===== config.mk =====
export PLATFORM = sky130hd
export DESIGN_NAME = subtractor_serial_64bit_flat
export DESIGN_NICKNAME = d
export VERILOG_FILES = /design/src/rtl/subtractor_serial_64bit_if.sv /design/src/rtl/subtractor_serial_64bit.sv /design/src/flat_wrapper.sv
export SDC_FILE = /design/constraint.sdc
export NUM_CORES = 1
export LEC_CHECK = 0
export ABC_CLOCK_PERIOD_IN_PS = 4990
export CAP_MARGIN = 20
export CORE_MARGIN = 2
export CORE_UTILIZATION = 51
export CTS_CLUSTER_SIZE = 12
export DETAILED_ROUTE_END_ITERATION = 10
export GPL_ROUTABILITY_DRIVEN = 0
export PLACE_DENSITY = 0.8
export SLEW_MARGIN = 40
export SYNTH_ARGS = -nofsm -noshare
export SYNTH_HDL_FRONTEND = slang
export SYNTH_SLANG_ARGS = --single-unit

===== constraint.sdc =====
create_clock -name clk -period 4.99 [get_ports clk]
set_input_delay 0.499 -clock clk [delete_from_list [all_inputs] [get_ports clk]]
set_output_delay 0.499 -clock clk [all_outputs]
set_load 0.02 [all_outputs]

===== src/rtl/subtractor_serial_64bit_if.sv =====
// subtractor_serial_64bit_if: operand/result valid-ready bundle for the serial 64-bit subtractor.
interface subtractor_serial_64bit_if;
    logic        inValid;
    logic        inReady;
    logic [63:0] inA;
    logic [63:0] inB;
    logic        inBorrow;
    logic        outValid;
    logic        outReady;
    logic [63:0] outDiff;
    logic        outBorrow;
    logic        outZero;
    modport master (
        output inValid, inA, inB, inBorrow, outReady,
        input  inReady, outValid, outDiff, outBorrow, outZero
    );
    modport slave (
        input  inValid, inA, inB, inBorrow, outReady,
        output inReady, outValid, outDiff, outBorrow, outZero
    );
endinterface


===== src/rtl/subtractor_serial_64bit.sv =====
// subtractor_serial_64bit: A - B - borrow over 64/CHUNK cycles using one CHUNK-wide slice.
module subtractor_serial_64bit #(
    parameter int CHUNK = 16
) (
    input logic                       clk,
    input logic                       rst_n,
    subtractor_serial_64bit_if.slave  bus
);
    localparam int NCHUNK = 64 / CHUNK;
    localparam int IW = NCHUNK > 1 ? $clog2(NCHUNK) : 1;
    typedef enum logic [1:0] {IDLE, RUN, DONE} state_t;
    state_t        state, state_nxt;
    logic [IW-1:0] idx;
    logic [63:0]   a_q, b_q, diff_q;
    logic          borrow_q;
    logic [CHUNK:0] slice;
    logic          last;
    // The extra top bit of the widened difference is the chunk's borrow-out.
    always_comb begin
        slice = {1'b0, a_q[idx*CHUNK +: CHUNK]} - {1'b0, b_q[idx*CHUNK +: CHUNK]}
              - {{CHUNK{1'b0}}, borrow_q};
        last  = idx == IW'(NCHUNK - 1);
    end
    always_comb begin
        state_nxt = state;
        case (state)
            IDLE:    state_nxt = bus.inValid ? RUN : IDLE;
            RUN:     state_nxt = last ? DONE : RUN;
            DONE:    state_nxt = bus.outReady ? IDLE : DONE;
            default: state_nxt = IDLE;
        endcase
    end
    always_ff @(posedge clk or negedge rst_n) begin
        if (!rst_n) begin
            state    <= IDLE;
            idx      <= '0;
            a_q      <= '0;
            b_q      <= '0;
            diff_q   <= '0;
            borrow_q <= 1'b0;
        end else begin
            state <= state_nxt;
            if (state == IDLE && bus.inValid) begin
                a_q      <= bus.inA;
                b_q      <= bus.inB;
                borrow_q <= bus.inBorrow;
                idx      <= '0;
            end else if (state == RUN) begin
                diff_q[idx*CHUNK +: CHUNK] <= slice[CHUNK-1:0];
                borrow_q                   <= slice[CHUNK];
                idx                        <= last ? '0 : idx + 1'b1;
            end
        end
    end
    assign bus.inReady   = state == IDLE;
    assign bus.outValid  = state == DONE;
    assign bus.outDiff   = diff_q;
    assign bus.outBorrow = borrow_q;
    // Zero flag only reflects the completed result, never a partial one.
    assign bus.outZero   = state == DONE && diff_q == '0;
endmodule


===== src/flat_wrapper.sv =====
// flat-port wrapper written by rule: the top's interface ports become plain ports
module subtractor_serial_64bit_flat 
#(
    parameter int CHUNK = 16
)
  (clk, rst_n, bus_inValid, bus_inA, bus_inB, bus_inBorrow, bus_outReady, bus_inReady, bus_outValid, bus_outDiff, bus_outBorrow, bus_outZero);
  subtractor_serial_64bit_if bus_i ();
  input logic clk;
  input logic rst_n;
  input wire logic [$bits(bus_i.inValid)-1:0] bus_inValid;
  input wire logic [$bits(bus_i.inA)-1:0] bus_inA;
  input wire logic [$bits(bus_i.inB)-1:0] bus_inB;
  input wire logic [$bits(bus_i.inBorrow)-1:0] bus_inBorrow;
  input wire logic [$bits(bus_i.outReady)-1:0] bus_outReady;
  output wire logic [$bits(bus_i.inReady)-1:0] bus_inReady;
  output wire logic [$bits(bus_i.outValid)-1:0] bus_outValid;
  output wire logic [$bits(bus_i.outDiff)-1:0] bus_outDiff;
  output wire logic [$bits(bus_i.outBorrow)-1:0] bus_outBorrow;
  output wire logic [$bits(bus_i.outZero)-1:0] bus_outZero;
  assign bus_i.inValid = bus_inValid;
  assign bus_i.inA = bus_inA;
  assign bus_i.inB = bus_inB;
  assign bus_i.inBorrow = bus_inBorrow;
  assign bus_i.outReady = bus_outReady;
  assign bus_inReady = bus_i.inReady;
  assign bus_outValid = bus_i.outValid;
  assign bus_outDiff = bus_i.outDiff;
  assign bus_outBorrow = bus_i.outBorrow;
  assign bus_outZero = bus_i.outZero;
  subtractor_serial_64bit #(.CHUNK(CHUNK)) u_core (.clk(clk), .rst_n(rst_n), .bus(bus_i));
endmodule

# ---- After elaboration in Yosys (flattened, before gate mapping)
# Index checks and enable logic that the tools add are counted.
dict set report op_classes {
  shifts 4
  addsub 4
  bitwise 1
  n_reduce_logical 6
  n_eq_ne 3
  muxes 10
}
# op count
set op_table {}
lappend op_table {{variable part select 64 x 7 -> 16 bit} 2}
lappend op_table {{bitwise mux 64 bit} 1}
lappend op_table {{zero test 64 bit} 1}
lappend op_table {{variable shift 16 x 34 -> 64 bit (first input constant)} 1}
lappend op_table {{variable part select 16 x 34 -> 64 bit} 1}
lappend op_table {{negator 6 -> 34 bit} 1}
lappend op_table {{subtractor 16 x 16 -> 17 bit} 1}
lappend op_table {{subtractor 17 x 1 -> 17 bit} 1}
lappend op_table {{2-to-1 mux 2 bit} 5}
lappend op_table {{case mux 2 bit (3 select lines)} 1}
lappend op_table {{equality test 2 bit (second input constant)} 2}
lappend op_table {{2-to-1 mux 1 bit} 3}
lappend op_table {{adder 2 x 1 -> 2 bit (second input constant)} 1}
lappend op_table {{equality test 2 x 1 -> 1 bit (second input constant)} 1}
lappend op_table {{logical AND 1 bit} 2}
lappend op_table {{zero test 2 bit} 1}
lappend op_table {{AND reduction 2 bit} 1}
lappend op_table {{nonzero test 2 bit} 1}
lappend op_table {{inverter 1 bit} 1}
dict set report word_totals {
  wordCells 34
  output_inout_bits 68
  in_bits 133
  regBits 197
}

# ---- Logic depth before layout (Yosys ltp)
# Gate-level depths: netlist of run 1.
dict set report logic_depth {
  depth_word 5
  ltp_mapped 14
}

# ---- Worst setup path after synthesis of run 1
# OpenSTA, ideal clock, no wires.
dict set report synth_path {
  path_type {register to register}
  start {reg u_core.idx[0]}
  end {reg u_core.diff_q[46] (netlist: u_core.bus.outDiff[46])}
  path_slack_ns 1.186
  path_buffers 2
  arrival_time_ns 3.672
  setup_time_ns 0.132
  period_less_slack_ns 3.804
  t_required_ns 4.858
  path_stages_with_launch 13
  path_cell_list {dfrtp_1 -> buf_1 -> buf_1 -> mux4_2 -> fa_1 -> inv_1 -> fa_1 -> and3b_1 -> o21ai_0 -> o2111a_1 -> nor2_1 -> mux2i_1 -> o21ai_0}
}
dict set report synth_between {
  elab_chain_len 5
  word_cells_on_any_way 8
}
# element line_no
set synth_rtl {}
lappend synth_rtl {{from (decl)} subtractor_serial_64bit.sv:13} ;# logic [IW-1:0] idx;
lappend synth_rtl {{from (signal assigned)} subtractor_serial_64bit.sv:51} ;# idx <= last ? '0 : idx + 1'b1;
lappend synth_rtl {{variable part select 64 x 7 -> 16 bit} subtractor_serial_64bit.sv:20} ;# slice = {1'b0, a_q[idx*CHUNK +: CHUNK]} - {1'b0, b_q[idx*CHUNK +: CHUNK]}
lappend synth_rtl {{subtractor 16 x 16 -> 17 bit} subtractor_serial_64bit.sv:20}
lappend synth_rtl {{subtractor 17 x 1 -> 17 bit} subtractor_serial_64bit.sv:21} ;# - {{CHUNK{1'b0}}, borrow_q};
lappend synth_rtl {{variable part select 16 x 34 -> 64 bit} subtractor_serial_64bit.sv:49} ;# diff_q[idx*CHUNK +: CHUNK] <= slice[CHUNK-1:0];
lappend synth_rtl {{bitwise mux 64 bit *} subtractor_serial_64bit.sv:49}
lappend synth_rtl {{to (signal, indexed assignment)} subtractor_serial_64bit.sv:49}
lappend synth_rtl {{to (decl)} subtractor_serial_64bit.sv:14} ;# logic [63:0] a_q, b_q, diff_q;
# Every way passes the cells marked *; elsewhere a longest branch is shown, timed or not.
# A chain may end at the register's enable or synchronous reset.

# ---- Worst setup path after layout of run 1
dict set report layout_path {
  start {reg u_core.idx[0]}
  end {reg u_core.diff_q[47] (netlist: u_core.bus.outDiff[47])}
}
# Same word-level chain as after synthesis.

==> flow_summary_export.csv, run 1 <==
group,metric,value,unit
timing,finalHoldViolations,0,
floorplanning,dieArea,19300,µm²
timing,relSlewSlack,46.7,%
synthesis,yosys-top-cells-area,"dfrtp_1 (53%), mux2_2 (16%), mux4_2 (7.8%), ha_1 (4.6%), a22o_1 (3.4%)",
synthesis,synth_largest_area_cell,"dfrtp_1",
grt,grt_max_degree,108,
detailed_routing,drt-initial-drc-count,443,
detailed_routing,remaining_drc_errors,0,
timing,fin_crit_sh,78.9,%
synthesis,synth-xor-area-share,1.32,%
timing,max_slew.worst_pin.slew,0.795,ns
detailed_routing,wire_per_inst,20.4,µm
synthesis,synthAdderAreaFrac,5.02,%
synthesis,synth_nets,874,
floorplanning,die_y,139,µm
final_layout,drive_above_1_share,22.8,%
timing,slew_violations,0,
clock_tree,cts_tree,"yes",
grt,grt_overflow_total,0,
critical_path,cp-start-kind,"register",
critical_path,reg2reg_to,"u_core.bus.outDiff[47]",
clock_tree,cts_buffers,17,
floorplanning,num_io_pins,201,
final_layout,antennaDiodeCount,0,
detailed_routing,dr.pass1.iters,5,
floorplanning,rows,49,
critical_path,crit_type,"reg2reg",
timing,setup_ws,1.05,ns
clock_tree,h-tree-depth,4,
timing,clock-skew-final,0.0130,ns
grt,grt_pass1_wl,37300,µm
critical_path,cp.arrival,4.23,ns
final_layout,final_nets,1070,
floorplanning,die_x,139,µm
synthesis,ys_warn_count,0,
clock_tree,clk_pin_slew_worst_paths,0.07,ns
floorplanning,start_util,51.8,%
timing,finalSetupViolCount,0,
synthesis,syn_area,9270,µm²
floorplanning,core_area,17900,µm²
timing,max_freq,0.254,GHz
place,hpwl,17100,µm
final_layout,fillerInstances,1269,
flow_run,maxCapViolCount,0,
critical_path,path_cells,"buf_4, mux4_2, ha_1, inv_1, ha_1, a21oi_1, o21ai_0, a311o_1, a21oi_1, xor2_1, o21ai_0",
critical_path,slowest_stage,"dfrtp_4",
grt,grt_usage,24.8,%
detailed_routing,viasPerCell,5.84,
synthesis,yosysSeqAreaShare,53.2,%
clock_tree,post_cts_buffers,0,
synthesis,synth_cell_types,43,
clock_tree,clock-sinks,197,
synthesis,ys_async_sr_fraction,100,%
detailed_routing,drt-total-wl,23300,µm
critical_path,slowest_delay,0.77,ns
synthesis,yosysMostFrequentCell,"dfrtp_1",
timing,holdWs,0.504,ns
synthesis,synth_compound_area_share,8.21,%
timing,period_needed,3.94,ns
synthesis,syn_inst,705,
run_status,status,"complete, no violations",
place,portBuffers,200,
clock_tree,clk_latency,0.44,ns
detailed_routing,antenna_left,0,
detailed_routing,route.vias.total,6678,
critical_path,reg2reg_depth,11,
critical_path,crit_fanout,31,
worst_hold_path,worstHoldPathType,"in2async",
synthesis,avgSynthCellArea,13.1,µm²
synthesis,synth_mux_area_share,23.4,%
critical_path,crit_required,5.28,ns
synthesis,yosys.area_share.simple,5.36,%
critical_path,reg2reg_slack,1.05,ns
synthesis,ys.flop_type,"dfrtp_1",
synthesis,synth_top_area_share,53.2,%
timing,rsz0062_at_grt,"no",
synthesis,synth_top_family_by_area,"multiplexers",
grt,antenna_found_initial,1,
critical_path,end_kind,"register",
synthesis,synth_seq_cells,197,
synthesis,synth_edf_count,0,
final_layout,area_growth,31.4,%
clock_tree,cts-root-buf,"clkbuf_16",
timing,setup_tns,0,ns
place,dp_slack,1.04,ns
clock_tree,clk_path_buf_depth,2,
synthesis,synthTopCellsByCount,"dfrtp_1 (197), mux2_2 (128), inv_1 (53), nand2_1 (40), o21ai_0 (37)",
critical_path,r2r_start,"u_core.idx[0]",
grt,grt_pass1_vias,6808,
==> worst max-delay path by stage <==
stage	start	endpoint	slack [ns]	depth (start not counted)
after floorplan	u_core.idx[0]	u_core.bus.outDiff[46]	1.19	12
after global placement	u_core.idx[0]	u_core.bus.outDiff[47]	0.96	11
after detailed placement	u_core.idx[0]	u_core.bus.outDiff[47]	1.04	11
after CTS	u_core.idx[0]	u_core.bus.outDiff[47]	1.03	11
after global routing	u_core.idx[0]	u_core.bus.outDiff[45]	0.77	11
final	u_core.idx[0]	u_core.bus.outDiff[47]	1.05	11
==> state kept, by name, summed over array words and instances, names as in the netlist <==
name / count
u_core.a_q: 64
u_core.b_q: 64
u_core.bus.outDiff: 64
u_core.idx: 2
u_core.state: 2
u_core.bus.outBorrow: 1
==> layout by cell type, fill, tap and decap left out, types with 6 or more instances in the layout <==
cell type	n
nor4_1	17
clkdlybuf4s50_1	199
mux2_2	128
ha_1	34
a22o_1	36
clkbuf_16	17
nand2_1	40
a21oi_1	18
xor2_1	6
o21ai_0	37
dfrtp_1	195
nor2_1	15
inv_1	53
xnor2_1	8
mux4_2	32
==> metrics by stage <==
| stage | utilization [%] | cells | area (µm²) |
|---|---|---|---|
| 5_1_grt | 68.1 | 1143 | 12200 |
| 2_1_floorplan | - | 705 | 9270 |
| 3_3_place_gp | 64.2 | 1108 | 11500 |
| 6_report | 68.1 | 1143 | 12200 |
| 4_1_cts | 67.9 | 1141 | 12100 |
| 3_5_place_dp | 64.5 | 1109 | 11500 |
==> metal layers <==
| layer | up-vias | track usage, % | part of all wire [%] |
|---|---|---|---|
| met4 | 2 | 8.51 | 2.4 |
| met5 | - | 0 | 0.069 |
| met3 | 47 | 5.70 | 6.7 |
| li1 | 2962 | - | - |
| met2 | 286 | 39.3 | 48 |
| met1 | 3381 | 34.3 | 43 |
==> critical path: cells and delay by family, from the launching register on <==
| kind | cells | cell delay [ns] |
|---|---|---|
| xor+xnor | 1 | 0.27 |
| fa+ha+maj | 2 | 0.68 |
| compound gates | 5 | 1.18 |
| buf+inv | 2 | 0.35 |
| mux | 1 | 0.53 |
| flops | 1 | 0.77 |
==> what timing repair did <==
action,CTS,global route
resized for setup,0,0
endpoints found under the hold margin,0,26
setup endpoints to repair,0,0
hold buffers,0,1
==> cells by family after synthesis <==
group	count (synthesis)
multiplexers	161
flip-flops	197
AO/OA/AOI/OAI	111
adder cells (fa/ha/maj)	36
XOR/XNOR	14
buffers and inverters	85
AND/OR/NAND/NOR	101
==> final cells by class <==
type | count | area [µm²] | share of cell area, %
multi-input combinational | 423 | 4040 | 33.1
clock buffer | 20 | 457 | 3.75
inverter | 53 | 199 | 1.63
timing repair buffer | 209 | 2120 | 17.4
tap | 229 | 287 | 2.35
sequential | 197 | 4930 | 40.5
clock inverter | 12 | 148 | 1.21
Power of run 1 is not shown: default switching activity piles up to over one toggle a cycle in this logic, so the estimate is an artifact.
==> inputs of run 2 (changes only) <==
Settings changed: ABC_CLOCK_PERIOD_IN_PS 4990 to 3900.
Clock period 4.99 ns to 3.9 ns, I/O delays scaled along.
==> flow_summary_export.csv, run 2 (same netlist as run 1, synthesis figures left out) <==
group,metric,value,unit
floorplanning,num_io_pins,201,
run_status,status,"complete, no violations",
critical_path,crit_fanout,9,
timing,relSlewSlack,45.5,%
final_layout,seq_area,4930,µm²
final_layout,final_nets,1080,
clock_tree,clk_latency,0.44,ns
detailed_routing,drt-total-wl,23300,µm
critical_path,cp_top_family,"multiplexers",
clock_tree,cts_buffers,17,
place,portBuffers,200,
timing,fin_crit_sh,92.5,%
grt,grt_overflow_total,0,
critical_path,slowest_delay,0.55,ns
critical_path,slowest_stage,"dfrtp_2",
grt,grt_usage,24.8,%
worst_hold_path,worstHoldPathType,"reg2reg",
floorplanning,die_y,139,µm
clock_tree,cts_resized,0,
clock_tree,clk_path_buf_depth,2,
flow_run,maxCapViolCount,0,
grt,grt_pass1_wl,37400,µm
detailed_routing,wire_per_inst,20.1,µm
detailed_routing,route.vias.total,6727,
final_layout,multi_input_area,4020,µm²
timing,finalHoldViolations,0,
timing,slew_violations,0,
clock_tree,cts-root-buf,"clkbuf_16",
critical_path,path_cells,"buf_4, mux4_2, inv_1, ha_1, inv_1, ha_1, o211ai_1, o21ai_0, buf_4, o2111a_1, nor2_1, mux2i_1, o21ai_0",
critical_path,crit_type,"reg2reg",
timing,finalSetupViolCount,0,
clock_tree,clk_pin_slew_worst_paths,0.07,ns
timing,setup_tns,0,ns
clock_tree,h-tree-depth,4,
floorplanning,start_util,51.8,%
detailed_routing,drt-initial-drc-count,423,
detailed_routing,remaining_drc_errors,0,
timing,period_needed,3.61,ns
detailed_routing,dr.pass1.iters,5,
final_layout,area_growth,31.9,%
grt,grt_max_degree,118,
timing,max_slew.worst_pin.slew,0.815,ns
final_layout,fillerInstances,1291,
critical_path,crit_required,4.19,ns
detailed_routing,viasPerCell,5.83,
timing,rsz0062_at_grt,"no",
critical_path,cp-start-kind,"register",
detailed_routing,antenna_left,0,
critical_path,cp.arrival,3.90,ns
clock_tree,cts_tree,"yes",
timing,clock-skew-final,0.0121,ns
floorplanning,die_x,139,µm
timing,max_freq,0.277,GHz
critical_path,cp.buffers_inverters,4,
grt,grt_pass1_vias,6946,
final_layout,final_common_cell,"clkdlybuf4s50_1",
floorplanning,rows,49,
clock_tree,clock-sinks,197,
critical_path,end_kind,"register",
place,hpwl,17700,µm
final_layout,mostFrequentLayoutCells,"clkdlybuf4s50_1 (199), dfrtp_1 (195), mux2_2 (128), inv_1 (53), nand2_1 (40)",
grt,antenna_found_initial,3,
floorplanning,core_area,17900,µm²
final_layout,drive_above_1_share,23.2,%
floorplanning,dieArea,19300,µm²
==> run 2: changes by cell type in the layout (fill, tap and decap cells not counted), moves of 2 or more <==
cell / previous run / this run
buf_4: 5 / 14
buf_12: 2 / 4
clkbuf_1: 1 / 3
nor3_1: 1 / 3
nor3_2: 2 / 0
==> run 2: per-layer routing <==
layer	share of wire (%)	up-vias	wire, µm	GRT usage, %
li1	-	2983	-	-
met1	42	3387	9790	34.3
met2	47	301	11000	37.9
met3	7.7	52	1790	7.08
met4	2.8	4	645	9.30
met5	0.12	-	28	0
==> run 2: final cells by class <==
cell class	instances	share of cell area, %
Tap cell	229	2.34
Sequential cell	197	40.3
Timing Repair Buffer	219	18.1
Multi-Input combinational cell	423	32.9
Clock inverter	9	0.778
Antenna cell	1	0.0205
Inverter	53	1.63
Clock buffer	23	3.91
==> run 2: path summary, 6_finish.rpt <==
kind | endpoint | startpoint | cells past startpoint | slack (ns)
max in group asynchronous | u_core.bus.outDiff[26] | rst_n | 3 | 2.52
max | u_core.bus.outDiff[62] | u_core.idx[0] | 13 | 0.29
max reg2reg | u_core.bus.outDiff[62] | u_core.idx[0] | 13 | 0.29
min | u_core.a_q[55] | u_core.a_q[55] | 1 | 0.50
min in group asynchronous | u_core.a_q[49] | rst_n | 2 | 0.56
min reg2reg | u_core.a_q[55] | u_core.a_q[55] | 1 | 0.50
==> run 2: through the flow <==
stage / worst slack [ns] / util [%] / hold WS, ns / cells / cell area [µm²]
2_1_floorplan: 0.0956 / - / 0.0944 / 705 / 9270
3_3_place_gp: 0.452 / 65.0 / 0.484 / 1120 / 11600
3_5_place_dp: 0.390 / 65.0 / 0.429 / 1120 / 11600
4_1_cts: 0.350 / 68.3 / 0.507 / 1153 / 12200
5_1_grt: 0.0418 / 68.3 / 0.517 / 1153 / 12200
6_report: 0.291 / 68.3 / 0.504 / 1154 / 12200
==> run 2: what timing repair did <==
item,CTS,global route
endpoints found under the hold margin,115,0
hold buffers,1,0
setup buffers,0,0
Power of run 2 is left out for the same reason.
==> inputs of run 3 (changes only) <==
Settings changed: ABC_CLOCK_PERIOD_IN_PS 3900 to 3000, CORE_UTILIZATION 51 to 46, PLACE_DENSITY 0.8 to 0.76.
Clock period 3.9 ns to 3 ns, I/O delays scaled along.
==> flow_summary_export.csv, run 3 (same netlist as run 1, synthesis figures left out) <==
group,metric,value,unit
run_status,status,"finished with violations",
run_status,violations,"negative setup slack",
critical_path,cp.buffers_inverters,5,
grt,grt_pass1_vias,7053,
grt,grt_overflow_total,0,
grt,antenna_found_initial,2,
floorplanning,num_io_pins,201,
floorplanning,start_util,47.3,%
timing,finalSetupViolCount,30,
detailed_routing,antenna_left,0,
place,hpwl,18100,µm
critical_path,slowest_stage,"mux4_2",
floorplanning,die_y,146,µm
clock_tree,cts-root-buf,"clkbuf_16",
critical_path,crit_required,3.31,ns
timing,max_slew.worst_pin.slew,0.832,ns
timing,setup_ws,-0.107,ns
clock_tree,cts_tree,"yes",
critical_path,path_cells,"buf_12, buf_4, mux4_2, inv_2, ha_4, inv_2, ha_4, a21oi_2, a21oi_1, a311o_1, a21oi_2, xor2_1, buf_4, o21ai_1",
place,portBuffers,200,
grt,grt_max_degree,78,
timing,slew_violations,0,
clock_tree,clk_path_buf_depth,2,
critical_path,crit_fanout,6,
critical_path,cp_top_family,"compound AO/OA/AOI/OAI gates",
final_layout,antennaDiodeCount,0,
clock_tree,clk_latency,0.44,ns
clock_tree,h-tree-depth,4,
final_layout,final_common_cell,"clkdlybuf4s50_1",
timing,clock-skew-final,0.00882,ns
critical_path,r2r_start,"u_core.idx[0]",
critical_path,slowest_delay,0.50,ns
floorplanning,rows,51,
timing,holdWs,0.442,ns
flow_run,maxCapViolCount,0,
timing,relSlewSlack,44.3,%
timing,fin_crit_sh,104,%
final_layout,fillerInstances,1367,
final_layout,drive_above_1_share,35.3,%
timing,max_freq,0.322,GHz
detailed_routing,route.vias.total,6855,
grt,grt_usage,23.4,%
detailed_routing,remaining_drc_errors,0,
grt,grt_pass1_wl,38900,µm
clock_tree,clk_pin_slew_worst_paths,0.08,ns
detailed_routing,wire_per_inst,20.2,µm
clock_tree,clock-sinks,197,
critical_path,reg2reg_depth,14,
detailed_routing,drt-initial-drc-count,424,
floorplanning,die_x,146,µm
timing,rsz0062_at_grt,"yes",
final_layout,area_growth,43.2,%
floorplanning,dieArea,21300,µm²
final_layout,final_nets,1130,
floorplanning,core_area,19600,µm²
critical_path,cp-start-kind,"register",
timing,finalHoldViolations,0,
detailed_routing,drt-total-wl,25100,µm
detailed_routing,dr.pass1.iters,5,
final_layout,mostFrequentLayoutCells,"clkdlybuf4s50_1 (198), dfrtp_1 (195), mux2_2 (128), buf_4 (50), nand2_1 (37)",
critical_path,cp.arrival,3.42,ns
critical_path,reg2reg_slack,-0.11,ns
critical_path,end_kind,"register",
critical_path,crit_type,"reg2reg",
timing,period_needed,3.11,ns
critical_path,reg2reg_to,"u_core.bus.outDiff[47]",
worst_hold_path,worstHoldPathType,"in2async",
clock_tree,cts_buffers,17,
detailed_routing,viasPerCell,5.53,
## run 3: cell types whose count changed in the layout (fill, tap and decap cells not counted), sizes merged
cell	previous run	this run
clkdlybuf4s50	199	198
inv	55	59
clkinvlp	1	3
clkbuf	24	18
buf	18	68
diode	1	0
dlygate4sd2	0	1
## run 3: area by class of cell
cell class	count	area, µm²	area share [%]
sequential	197	4930	37.2
multi-input combinational	423	4560	34.4
timing repair buffer	269	2660	20.0
clock buffer	17	425	3.21
tap	265	332	2.50
inverter	53	199	1.50
clock inverter	15	168	1.26
## run 3: how the worst max path moves through the flow
stage / cells after the start / endpoint / slack [ns] / from
2_1_floorplan: 13 / u_core.bus.outDiff[15] / -0.04 / u_core.idx[0]
3_3_place_gp: 12 / u_core.bus.outDiff[45] / -0.25 / u_core.idx[0]
3_5_place_dp: 12 / u_core.bus.outDiff[61] / -0.23 / u_core.idx[0]
4_1_cts: 10 / u_core.bus.outDiff[13] / -0.12 / u_core.idx[0]
5_1_grt: 13 / u_core.bus.outDiff[13] / -0.19 / u_core.idx[0]
6_report: 14 / u_core.bus.outDiff[47] / -0.11 / u_core.idx[0]
## run 3: timing repair
item,4_1_cts,5_1_grt
setup endpoints to repair,36,46
pin swaps,15,39
setup buffers,9,7
hold endpoints to repair,74,0
gates resized for setup,52,48
hold buffers,1,0
## run 3: per-stage QoR
step | TNS, ns | instances | setup slack (ns) | instance area, µm² | utilization (%)
floorplan | -0.216 | 705 | -0.0409 | 9440 | -
global placement | -1.81 | 1192 | -0.250 | 12100 | 61.7
detailed placement | -2.83 | 1192 | -0.232 | 12100 | 61.7
CTS | -1.17 | 1234 | -0.119 | 13000 | 66.3
global route | -5.37 | 1239 | -0.190 | 13300 | 67.8
finish | -1.40 | 1239 | -0.107 | 13300 | 67.8
## run 3: routing by layer
| metal | vias up | track usage, % | wire [µm] |
|---|---|---|---|
| met5 | - | 0 | 12 |
| met4 | 2 | 8.19 | 555 |
| met3 | 40 | 5.17 | 1670 |
| met2 | 279 | 37.1 | 12100 |
| met1 | 3458 | 32.1 | 10800 |
| li1 | 3076 | - | - |
Power of run 3 is left out for the same reason.
